$ cat src/rtl/ysyx_23060096_npc_mc.sv
// ysyx_23060096_npc_mc -- multi-cycle RV32I subset core (single clock).
// Executes add, sub, addi, lui, auipc, jal, jalr, beq, bne, lw, sw, ebreak.
// Any other encoding stops the core with halt_code = 32'hFFFF_FFFF.
// Ports:
//   clk, rstn                      clock, asynchronous active-low reset
//   imem_req_valid/ready, imem_addr    fetch request (address = pc)
//   imem_rsp_valid, imem_rdata         fetch response
//   dmem_req_valid/ready, dmem_we,
//   dmem_addr, dmem_wdata              data request (word aligned)
//   dmem_rsp_valid, dmem_rdata         load data / store completion
//   pc, halt, halt_code                architectural status
module ysyx_23060096_npc_mc #(
   parameter logic [31:0] RESET_PC = 32'h8000_0000,
   parameter int          NR_REGS  = 32
) (
   input  logic        clk,
   input  logic        rstn,
   output logic        imem_req_valid,
   input  logic        imem_req_ready,
   output logic [31:0] imem_addr,
   input  logic        imem_rsp_valid,
   input  logic [31:0] imem_rdata,
   output logic        dmem_req_valid,
   input  logic        dmem_req_ready,
   output logic        dmem_we,
   output logic [31:0] dmem_addr,
   output logic [31:0] dmem_wdata,
   input  logic        dmem_rsp_valid,
   input  logic [31:0] dmem_rdata,
   output logic [31:0] pc,
   output logic        halt,
   output logic [31:0] halt_code
);

   // Register index width; upper index bits of rs/rd fields are ignored.
   localparam int IW = (NR_REGS == 16) ? 4 : 5;
   localparam logic [IW-1:0] A0_IDX = IW'(10);

   localparam logic [6:0] OP_R      = 7'b0110011;
   localparam logic [6:0] OP_IMM    = 7'b0010011;
   localparam logic [6:0] OP_LUI    = 7'b0110111;
   localparam logic [6:0] OP_AUIPC  = 7'b0010111;
   localparam logic [6:0] OP_JAL    = 7'b1101111;
   localparam logic [6:0] OP_JALR   = 7'b1100111;
   localparam logic [6:0] OP_BRANCH = 7'b1100011;
   localparam logic [6:0] OP_LOAD   = 7'b0000011;
   localparam logic [6:0] OP_STORE  = 7'b0100011;
   localparam logic [6:0] OP_SYSTEM = 7'b1110011;
   localparam logic [31:0] EBREAK   = 32'h0010_0073;

   typedef enum logic [2:0] {
      IF_REQ  = 3'd0,
      IF_WAIT = 3'd1,
      EX      = 3'd2,
      LS_REQ  = 3'd3,
      LS_WAIT = 3'd4,
      HALT    = 3'd5
   } state_t;

   state_t         state_r;
   logic [31:0]    pc_r;
   logic [31:0]    ir_r;
   logic [31:0]    gpr_r [NR_REGS];
   logic           imem_req_valid_r;
   logic           dmem_req_valid_r;
   logic           dmem_we_r;
   logic [31:0]    dmem_addr_r;
   logic [31:0]    dmem_wdata_r;
   logic [IW-1:0]  ld_rd_r;
   logic           halt_r;
   logic [31:0]    halt_code_r;

   logic [6:0]     opcode_s;
   logic [2:0]     f3_s;
   logic [6:0]     f7_s;
   logic [IW-1:0]  rd_idx_s;
   logic [IW-1:0]  rs1_idx_s;
   logic [IW-1:0]  rs2_idx_s;
   logic [31:0]    rs1_val_s;
   logic [31:0]    rs2_val_s;
   logic [31:0]    imm_i_s, imm_s_s, imm_b_s, imm_u_s, imm_j_s;
   logic [31:0]    pc_plus4_s;
   logic           wb_en_s;
   logic [31:0]    wb_data_s;
   logic [31:0]    next_pc_s;
   logic           mem_op_s;
   logic           store_s;
   logic [31:0]    mem_addr_s;
   logic           ebreak_s;
   logic           illegal_s;

   assign opcode_s   = ir_r[6:0];
   assign f3_s       = ir_r[14:12];
   assign f7_s       = ir_r[31:25];
   assign rd_idx_s   = ir_r[7 +: IW];
   assign rs1_idx_s  = ir_r[15 +: IW];
   assign rs2_idx_s  = ir_r[20 +: IW];
   assign rs1_val_s  = gpr_r[rs1_idx_s];
   assign rs2_val_s  = gpr_r[rs2_idx_s];
   assign imm_i_s    = {{20{ir_r[31]}}, ir_r[31:20]};
   assign imm_s_s    = {{20{ir_r[31]}}, ir_r[31:25], ir_r[11:7]};
   assign imm_b_s    = {{19{ir_r[31]}}, ir_r[31], ir_r[7], ir_r[30:25], ir_r[11:8], 1'b0};
   assign imm_u_s    = {ir_r[31:12], 12'h000};
   assign imm_j_s    = {{11{ir_r[31]}}, ir_r[31], ir_r[19:12], ir_r[20], ir_r[30:21], 1'b0};
   assign pc_plus4_s = pc_r + 32'd4;

   assign imem_req_valid = imem_req_valid_r;
   assign imem_addr      = pc_r;
   assign dmem_req_valid = dmem_req_valid_r;
   assign dmem_we        = dmem_we_r;
   assign dmem_addr      = dmem_addr_r;
   assign dmem_wdata     = dmem_wdata_r;
   assign pc             = pc_r;
   assign halt           = halt_r;
   assign halt_code      = halt_code_r;

   // Decode the instruction register and compute the EX-stage results.
   always_comb begin
      wb_en_s    = 1'b0;
      wb_data_s  = 32'h0000_0000;
      next_pc_s  = pc_plus4_s;
      mem_op_s   = 1'b0;
      store_s    = 1'b0;
      mem_addr_s = rs1_val_s + imm_i_s;
      ebreak_s   = 1'b0;
      illegal_s  = 1'b0;
      case (opcode_s)
         OP_R: begin
            if ((f3_s == 3'b000) && (f7_s == 7'b0000000)) begin
               wb_en_s   = 1'b1;
               wb_data_s = rs1_val_s + rs2_val_s;
            end else if ((f3_s == 3'b000) && (f7_s == 7'b0100000)) begin
               wb_en_s   = 1'b1;
               wb_data_s = rs1_val_s - rs2_val_s;
            end else begin
               illegal_s = 1'b1;
            end
         end
         OP_IMM: begin
            if (f3_s == 3'b000) begin
               wb_en_s   = 1'b1;
               wb_data_s = rs1_val_s + imm_i_s;
            end else begin
               illegal_s = 1'b1;
            end
         end
         OP_LUI: begin
            wb_en_s   = 1'b1;
            wb_data_s = imm_u_s;
         end
         OP_AUIPC: begin
            wb_en_s   = 1'b1;
            wb_data_s = pc_r + imm_u_s;
         end
         OP_JAL: begin
            wb_en_s   = 1'b1;
            wb_data_s = pc_plus4_s;
            next_pc_s = pc_r + imm_j_s;
         end
         OP_JALR: begin
            if (f3_s == 3'b000) begin
               wb_en_s   = 1'b1;
               wb_data_s = pc_plus4_s;
               next_pc_s = (rs1_val_s + imm_i_s) & 32'hFFFF_FFFE;
            end else begin
               illegal_s = 1'b1;
            end
         end
         OP_BRANCH: begin
            if (f3_s == 3'b000) begin
               if (rs1_val_s == rs2_val_s) begin
                  next_pc_s = pc_r + imm_b_s;
               end else begin
                  next_pc_s = pc_plus4_s;
               end
            end else if (f3_s == 3'b001) begin
               if (rs1_val_s != rs2_val_s) begin
                  next_pc_s = pc_r + imm_b_s;
               end else begin
                  next_pc_s = pc_plus4_s;
               end
            end else begin
               illegal_s = 1'b1;
            end
         end
         OP_LOAD: begin
            if (f3_s == 3'b010) begin
               mem_op_s = 1'b1;
            end else begin
               illegal_s = 1'b1;
            end
         end
         OP_STORE: begin
            if (f3_s == 3'b010) begin
               mem_op_s   = 1'b1;
               store_s    = 1'b1;
               mem_addr_s = rs1_val_s + imm_s_s;
            end else begin
               illegal_s = 1'b1;
            end
         end
         OP_SYSTEM: begin
            if (ir_r == EBREAK) begin
               ebreak_s = 1'b1;
            end else begin
               illegal_s = 1'b1;
            end
         end
         default: illegal_s = 1'b1;
      endcase
   end

   // Control FSM, register file and all registered outputs.
   always_ff @(posedge clk or negedge rstn) begin
      if (!rstn) begin
         state_r          <= IF_REQ;
         pc_r             <= RESET_PC;
         ir_r             <= 32'h0000_0000;
         imem_req_valid_r <= 1'b0;
         dmem_req_valid_r <= 1'b0;
         dmem_we_r        <= 1'b0;
         dmem_addr_r      <= 32'h0000_0000;
         dmem_wdata_r     <= 32'h0000_0000;
         ld_rd_r          <= {IW{1'b0}};
         halt_r           <= 1'b0;
         halt_code_r      <= 32'h0000_0000;
         for (int i = 0; i < NR_REGS; i++) begin
            gpr_r[i] <= 32'h0000_0000;
         end
      end else begin
         case (state_r)
            IF_REQ: begin
               // The request is raised one cycle after entry; only a raised
               // request can be accepted.
               if (imem_req_valid_r && imem_req_ready) begin
                  imem_req_valid_r <= 1'b0;
                  state_r          <= IF_WAIT;
               end else begin
                  imem_req_valid_r <= 1'b1;
               end
            end
            IF_WAIT: begin
               if (imem_rsp_valid) begin
                  ir_r    <= imem_rdata;
                  state_r <= EX;
               end else begin
                  state_r <= IF_WAIT;
               end
            end
            EX: begin
               if (illegal_s) begin
                  halt_r      <= 1'b1;
                  halt_code_r <= 32'hFFFF_FFFF;
                  state_r     <= HALT;
               end else if (ebreak_s) begin
                  halt_r      <= 1'b1;
                  halt_code_r <= gpr_r[A0_IDX];
                  state_r     <= HALT;
               end else if (mem_op_s) begin
                  dmem_req_valid_r <= 1'b1;
                  dmem_we_r        <= store_s;
                  dmem_addr_r      <= mem_addr_s & 32'hFFFF_FFFC;
                  dmem_wdata_r     <= rs2_val_s;
                  // Stores target x0 so the LS_WAIT write path stays idle.
                  ld_rd_r          <= store_s ? {IW{1'b0}} : rd_idx_s;
                  state_r          <= LS_REQ;
               end else begin
                  if (wb_en_s && (rd_idx_s != {IW{1'b0}})) begin
                     gpr_r[rd_idx_s] <= wb_data_s;
                  end else begin
                     ld_rd_r <= ld_rd_r;
                  end
                  pc_r             <= next_pc_s;
                  imem_req_valid_r <= 1'b1;
                  state_r          <= IF_REQ;
               end
            end
            LS_REQ: begin
               if (dmem_req_ready) begin
                  dmem_req_valid_r <= 1'b0;
                  state_r          <= LS_WAIT;
               end else begin
                  state_r <= LS_REQ;
               end
            end
            LS_WAIT: begin
               if (dmem_rsp_valid) begin
                  if (!dmem_we_r && (ld_rd_r != {IW{1'b0}})) begin
                     gpr_r[ld_rd_r] <= dmem_rdata;
                  end else begin
                     ld_rd_r <= ld_rd_r;
                  end
                  pc_r             <= pc_plus4_s;
                  imem_req_valid_r <= 1'b1;
                  state_r          <= IF_REQ;
               end else begin
                  state_r <= LS_WAIT;
               end
            end
            HALT: begin
               state_r <= HALT;
            end
            default: begin
               // Unreachable encoding: stop safely.
               imem_req_valid_r <= 1'b0;
               dmem_req_valid_r <= 1'b0;
               halt_r           <= 1'b1;
               halt_code_r      <= 32'hFFFF_FFFF;
               state_r          <= HALT;
            end
         endcase
      end
   end

endmodule

$ cat config.mk
export PLATFORM = sky130hd
export DESIGN_NAME = ysyx_23060096_npc_mc
export DESIGN_NICKNAME = d
export VERILOG_FILES = /design/src/rtl/ysyx_23060096_npc_mc.sv
export SDC_FILE = /design/constraint.sdc
export NUM_CORES = 2
export LEC_CHECK = 0
export CORE_MARGIN = 2
export CORE_UTILIZATION = 41
export DETAILED_ROUTE_END_ITERATION = 8
export SYNTH_ARGS = -nofsm -noshare
export SYNTH_HDL_FRONTEND = slang
export SYNTH_SLANG_ARGS = --single-unit
export TNS_END_PERCENT = 10
$ cat constraint.sdc
create_clock -name clk -period 7 [get_ports clk]
set_input_delay 1.05 -clock clk [delete_from_list [all_inputs] [get_ports clk]]
set_output_delay 1.05 -clock clk [all_outputs]
set_load 0.02 [all_outputs]
**After elaboration in Yosys (flattened, before gate mapping)**

Index checks and enable logic that the tools add are counted.

- Input port bits: 70
- RAM bits: 0
- Memories: 0
- Flip-flop bits (word level): 1,194
- Bits in read-only memories: 0
- Output and inout port bits: 164
- Bits in latches: 0

- Bitwise gates (word level): 9
- Reductions and logical operators: 27
- Order comparisons: 6
- Eq/ne operators: 31
- Add/sub/neg operators: 8
- Multipliers: 0
- Shift operators: 0
- Div/mod/pow operators: 0
- Muxes and demuxes: 80

Operator list:

| operator | number |
|---|---|
| $mux W1024 | 6 |
| $bwmux W1024 | 2 |
| $pmux W1024 S2 | 1 |
| $mux W32 | 23 |
| $bmux W32 S5 | 2 |
| $demux W32 S5 | 2 |
| $add A32 B32 Y32 | 6 |
| $pmux W32 S6 | 1 |
| $pmux W32 S2 | 2 |
| $pmux W32 S3 | 1 |
| $add A32 B3 Y32 const B | 1 |
| $eq A32 B21 Y1 const B | 1 |
| $eq A32 B32 Y1 | 1 |
| $ne A32 B32 Y1 | 1 |
| $sub A32 B32 Y32 | 1 |
| $eq A7 B6 Y1 const B | 4 |
| $eq A7 B7 Y1 const B | 4 |
| $mux W1 | 26 |
| $ge A6 B6 Y1 const B | 4 |
| $not A5 Y6 | 4 |
| $ne A2 B2 Y1 const B | 9 |
| $mux W3 | 5 |
| $pmux W3 S5 | 1 |
| $reduce_and A5 Y1 | 3 |
| other kinds (27) | 50 |

**Depth between registers and ports, before layout**

- Word-level depth: 14
- Gate-level depth with buffers: 25
- Gate-level depth less buffers: 19

**Least setup slack after synthesis**

Ideal clock, no wire load.

- Path type: register to register
- Start: register ir_r[20]
- End: register gpr_r[764] (netlist name)
- Cell stages (with the launch flop): 20
- Arrival time: 5.730 ns
- Setup slack: 1.124 ns
- Clock period less this slack: 5.876 ns
- Path buffers: 4
- Path through: dfrtp_1 > clkbuf_1 > clkbuf_1 > buf_1 > mux4_2 > mux4_2 > mux2i_1 > inv_1 > fa_1 > nor2b_1 > o311ai_1 > a211oi_1 > o31ai_1 > nand4_1 > a311oi_1 > a21oi_1 > xnor2_1 > a21oi_1 > clkbuf_1 > o221ai_1

- Cells in the longest elaborated chain, start to end: 14

Ends and longest elaborated chain:

| what | RTL line | text |
|---|---|---|
| start: declaration | 62 | `logic [31:0] ir_r;` |
| start signal: assignment | 244 | `ir_r <= imem_rdata;` |
| $not A5 Y6 (implied by the code) * | 99 | `assign rs2_val_s = gpr_r[rs2_idx_s];` |
| $bmux W32 S5 * | 99 |  |
| $mux W32 (implied by the code) * (2 in series) | 99 |  |
| via rs2_val_s[1] | 80 | `logic [31:0] rs2_val_s;` |
| $sub A32 B32 Y32 | 134 | `wb_data_s = rs1_val_s - rs2_val_s;` |
| $mux W32 | 132 | `end else if ((f3_s == 3'b000) && (f7_s == 7'b0100000)) begin` |
| $mux W32 * | 129 | `if ((f3_s == 3'b000) && (f7_s == 7'b0000000)) begin` |
| $pmux W32 S6 * | 127 | `case (opcode_s)` |
| $bwmux W1024 * | 269 | `gpr_r[rd_idx_s] <= wb_data_s;` |
| $mux W1024 * | 268 | `if (wb_en_s && (rd_idx_s != {IW{1'b0}})) begin` |
| $mux W1024 * | 259 | `end else if (mem_op_s) begin` |
| $mux W1024 * | 255 | `end else if (ebreak_s) begin` |
| $mux W1024 * | 251 | `if (illegal_s) begin` |
| $pmux W1024 S2 * | 231 | `case (state_r)` |
| end signal: indexed assignment | 269 |  |
| end signal: indexed assignment | 289 | `gpr_r[ld_rd_r] <= dmem_rdata;` |
| end: declaration | 63 | `logic [31:0] gpr_r [NR_REGS];` |

The timed path passes the listed nets; every way through them passes the cells marked *. The select of a mux whose other input is x is not followed.
A chain may end at the register's enable or synchronous reset.

**Final worst setup path**

- Start: register ir_r[20]
- End: register gpr_r[734] (netlist name)

- Cells in the longest elaborated chain, start to end: 14

Ends and longest elaborated chain:

| what | RTL line |
|---|---|
| $not A5 Y6 (implied by the code) | 99 |
| $bmux W32 S5 | 99 |
| $mux W32 (implied by the code) (2 in series) | 99 |
| $sub A32 B32 Y32 | 134 |
| $mux W32 | 132 |
| $mux W32 | 129 |
| $pmux W32 S6 | 127 |
| $bwmux W1024 | 269 |
| $mux W1024 | 268 |
| $mux W1024 | 259 |
| $mux W1024 | 255 |
| $mux W1024 | 251 |
| $pmux W1024 S2 | 231 |

Parallel ways exist; a longest one is shown, timed or not. The select of a mux whose other input is x is not followed.

==> impl_results.md <==
- Total core area: 0.1952 mm²
- Max Clk Rate: 0.1476 GHz
- Sum of buffers and inverters on the critical path: 4
- Post-route ant nets: 0
- HPWL Detailed: 258.8 mm
- Switching share of power: 23.70%
- Sequential fraction of the synthesis area: 37.06%
- Fillers: 18.21k
- CTS Buf Count: 144
- Setup TNS: 0 ns
- Slowest-stage cell, CP: a21oi_4
- Grt ovf: 0
- First-pass DRT Iterations: 9
- Vias in the first global route: 75.57k
- Reg clk slew, reported paths: 0.06 ns
- Die ar.: 0.2001 mm²
- Sequential share of power: 45.2%
- Synthesized area per cell: 9.336 µm²
- H-tree Lvls: 4
- Startpoint types: register
- # rows: 162
- Largest net degree at the start of global routing: 171
- Largest stage delay, worst path: 0.88 ns
- Vias: 77.93k
- WP data arrival: 7.43 ns
- Critical path data required time: 7.66 ns
- Leak pwr: 36.16 nW
- Final Hold Viols: 0
- Mapped Cells: 8629
- Min cycle time layout: 6.774 ns
- Global-route wire length before repair: 553.8 mm
- Clock Skew: 0.05555 ns
- Crit Path Class: register to register
- CP max FO: 31
- Final Setup Violations: 0
- Clock power share: 52.7%
- Setup WS post-layout: 0.2263 ns
- Via density: 6.922
- Top delay family on crit path: compound AO/OA/AOI/OAI gates
- MaxCap Viol Count: 0
- CTS tree: done
- Worst path cell trace: buf_12 > buf_4 > mux4_2 > mux4_2 > mux2i_1 > buf_4 > ha_1 > nor2_1 > a211oi_1 > a211oi_1 > o31ai_1 > buf_4 > a311oi_1 > a2bb2oi_1 > o211ai_1 > xnor2_1 > a21oi_4 > o221ai_1
- Synth warnings: 0
- IR drop worst, VDD: 0.0002675 V
- Dpl ws: 0.2621 ns
- Synth unique cells: 94
- # port buffers: 229
- Pwr per Cell Area: 165.8 mW/mm²
- Initial DRC count: 11.72k
- Die width: 447.3 µm
- Final Power: 15.30 mW
- Synth Flop Type: dfrtp_1
- Multi-input gate area: 0.04729 mm²
- CTS Sinks: 1193
- Final GP Congestion: 1.009
- I/O Pins: 234
- Status: finished clean
- Crit. End Element: register
- Initial antenna violation count: 8
- DRC: 0
- P_int: 11.68 mW
- Max Slew Vio Count: 0
- Die Ht: 447.3 µm
- Area grow syn2layout: 14.56%
- Unrepaired setup endpoints after global routing: no
- Post-DR wirelength/cell: 34.52 µm
- Combinational fraction of design power: 2.1%
- Clk Latency, worst-skew pair: 0.84 ns
- Post-Route WL: 388.6 mm
- Ys async rst share: 100.0%
- Sequential cell area: 0.02989 mm²
- Fin crit share: 96.77%
- Initial Utilization: 41.27%
- Post-synth EDFFs: 0
- Clock Path Buffers: 3
- Worst Hold Class: input port to async pin
- CP dominant cell by count: buf_4
- Rel. slew slack: 4.625%
- Clk Tree Root Cell: clkbuf_16
- Syn Std Cell Area: 0.08056 mm²
- Worst Tran Pin Value: 1.419 ns
- GRT Total Usage: 38.25%
- NetSw: 3.627 mW
- Register bit total from synthesis: 1193
- Layout cell share with drive strength beyond 1: 17.06%
- Fin nets: 8747
==> power by group through the flow <==
stage               clock (mW)  combinational (mW)  sequential, mW
floorplan                    0              0.0704            7.04
global route              8.40               0.357            6.92
finish                    8.06               0.325            6.92
detailed placement           0               0.325            7.04
global placement             0               0.323            7.04
CTS                       8.12               0.327            6.92
==> routing by layer <==
layer / global-route usage [%] / vias up / part of all wire [%]
li1: - / 31989 / -
met1: 46.94 / 38590 / 36
met2: 56.59 / 5745 / 43
met3: 12.77 / 1596 / 13
met4: 26.82 / 6 / 8.6
met5: 0.09768 / - / 0.0082
==> state kept, by name (all words and copies together), names as in the netlist <==
| register | count |
|---|---|
| dmem_addr | 30 |
| dmem_req_valid | 1 |
| dmem_wdata | 32 |
| dmem_we | 1 |
| gpr_r | 1024 |
| halt | 1 |
| halt_code | 32 |
| imem_addr | 31 |
| imem_req_valid | 1 |
| ir_r | 32 |
| ld_rd_r | 5 |
| state_r | 3 |
==> cell usage in the layout (no fill, tap or decap), types with 144 or more instances in the layout <==
master	Yosys	final
a22oi_1	359	359
nand3_1	175	175
clkdlybuf4s50_1	0	228
a221oi_1	312	310
ha_1	152	152
nand2_1	1086	1085
clkbuf_16	0	144
dfrtp_1	1192	1182
o221ai_1	170	168
mux4_2	528	528
o21ai_0	709	700
a21oi_1	414	409
mux2i_1	194	193
buf_4	45	425
nor2_1	1064	996
==> final cells by class <==
class | count | area share (%)
diodes | 6 | 0.01627
clock buffers | 204 | 4.506
clock inverters | 50 | 0.8812
inverters | 85 | 0.3457
multi-input cells | 6389 | 51.23
flip-flops and latches | 1193 | 32.38
well taps | 2624 | 3.557
repair buffers | 706 | 7.079
==> logic make-up after synthesis <==
kind of cell / count (synthesis) / share of synthesized area [%]
compound gates: 2584 / 21.39
flops: 1193 / 37.06
mux: 758 / 17.67
xor+xnor: 169 / 1.847
simple gates: 2716 / 14.23
buf+inv: 1050 / 5.280
fa+ha+maj: 158 / 2.510
other cells: 1 / 0.004655
==> through the flow <==
stage	utilization, %	cell area [µm²]	hold WS (ns)	instances
finish	47.28	92300	0.1765	11257
global route	47.28	92280	0.2797	11251
CTS	47.27	92270	0.2700	11251
detailed placement	44.72	87290	0.3820	10997
global placement	44.72	87290	0.3765	10997
floorplan	-	80570	0.4413	8632
==> worst reg2reg max path, cell delays in order, from the launching register on <==
cell and delay (ns):
dfrtp_4 0.74, buf_12 0.34, buf_4 0.24, mux4_2 0.49, mux4_2 0.47, mux2i_1 0.27
buf_4 0.19, ha_1 0.33, nor2_1 0.24, a211oi_1 0.15, a211oi_1 0.50, o31ai_1 0.15
buf_4 0.18, a311oi_1 0.54, a2bb2oi_1 0.13, o211ai_1 0.28, xnor2_1 0.20, a21oi_4 0.88
o221ai_1 0.29
==> cell usage after synthesis, drive strengths merged (13+ instances only) <==
cell type,number,share of area [%]
and4,14,0.15
dfrtp,1192,37
o21bai,27,0.25
or3,15,0.12
o21a,52,0.48
mux2,36,0.50
o22a,17,0.18
nor3,63,0.41
or2,25,0.19
a222oi,13,0.16
inv,85,0.40
a211oi,31,0.29
mux4,528,15
xor2,68,0.75
o31ai,57,0.55
ha,152,2.4
clkbuf,762,3.6
a221oi,312,3.4
nand3,175,1.1
nand2b,26,0.20
o21ai,755,4.7
a32oi,17,0.18
a21oi,415,2.6
a22oi,359,3.3
nor2b,26,0.20
a31oi,25,0.19
buf,203,1.3
nand4,42,0.33
and2,19,0.15
nor2,1066,5.0
a21o,51,0.48
o22ai,55,0.43
nand2,1086,5.1
o211ai,127,1.2
o221ai,170,1.8
xnor2,101,1.1
nor4,16,0.17
and3,108,0.84
mux2i,194,2.4
==> worst paths after layout <==
check	slack, ns	start	end	depth (start not counted)
max	0.23	ir_r[20]	gpr_r[734]	18
min	0.18	rstn	imem_addr[23]	1
max reg2reg	0.23	ir_r[20]	gpr_r[734]	18
min reg2reg	0.39	gpr_r[1004]	gpr_r[1004]	0
max in group asynchronous	5.07	rstn	gpr_r[425]	2
min in group clk	0.39	gpr_r[1004]	gpr_r[1004]	0
==> repair_timing <==
item                                    in CTS  in global routing
setup buffers                                0                  0
hold buffers                                 0                  0
endpoints found under the setup margin       0                 43
resized for setup                            0                  4
Power figures use the tool's default switching activity.
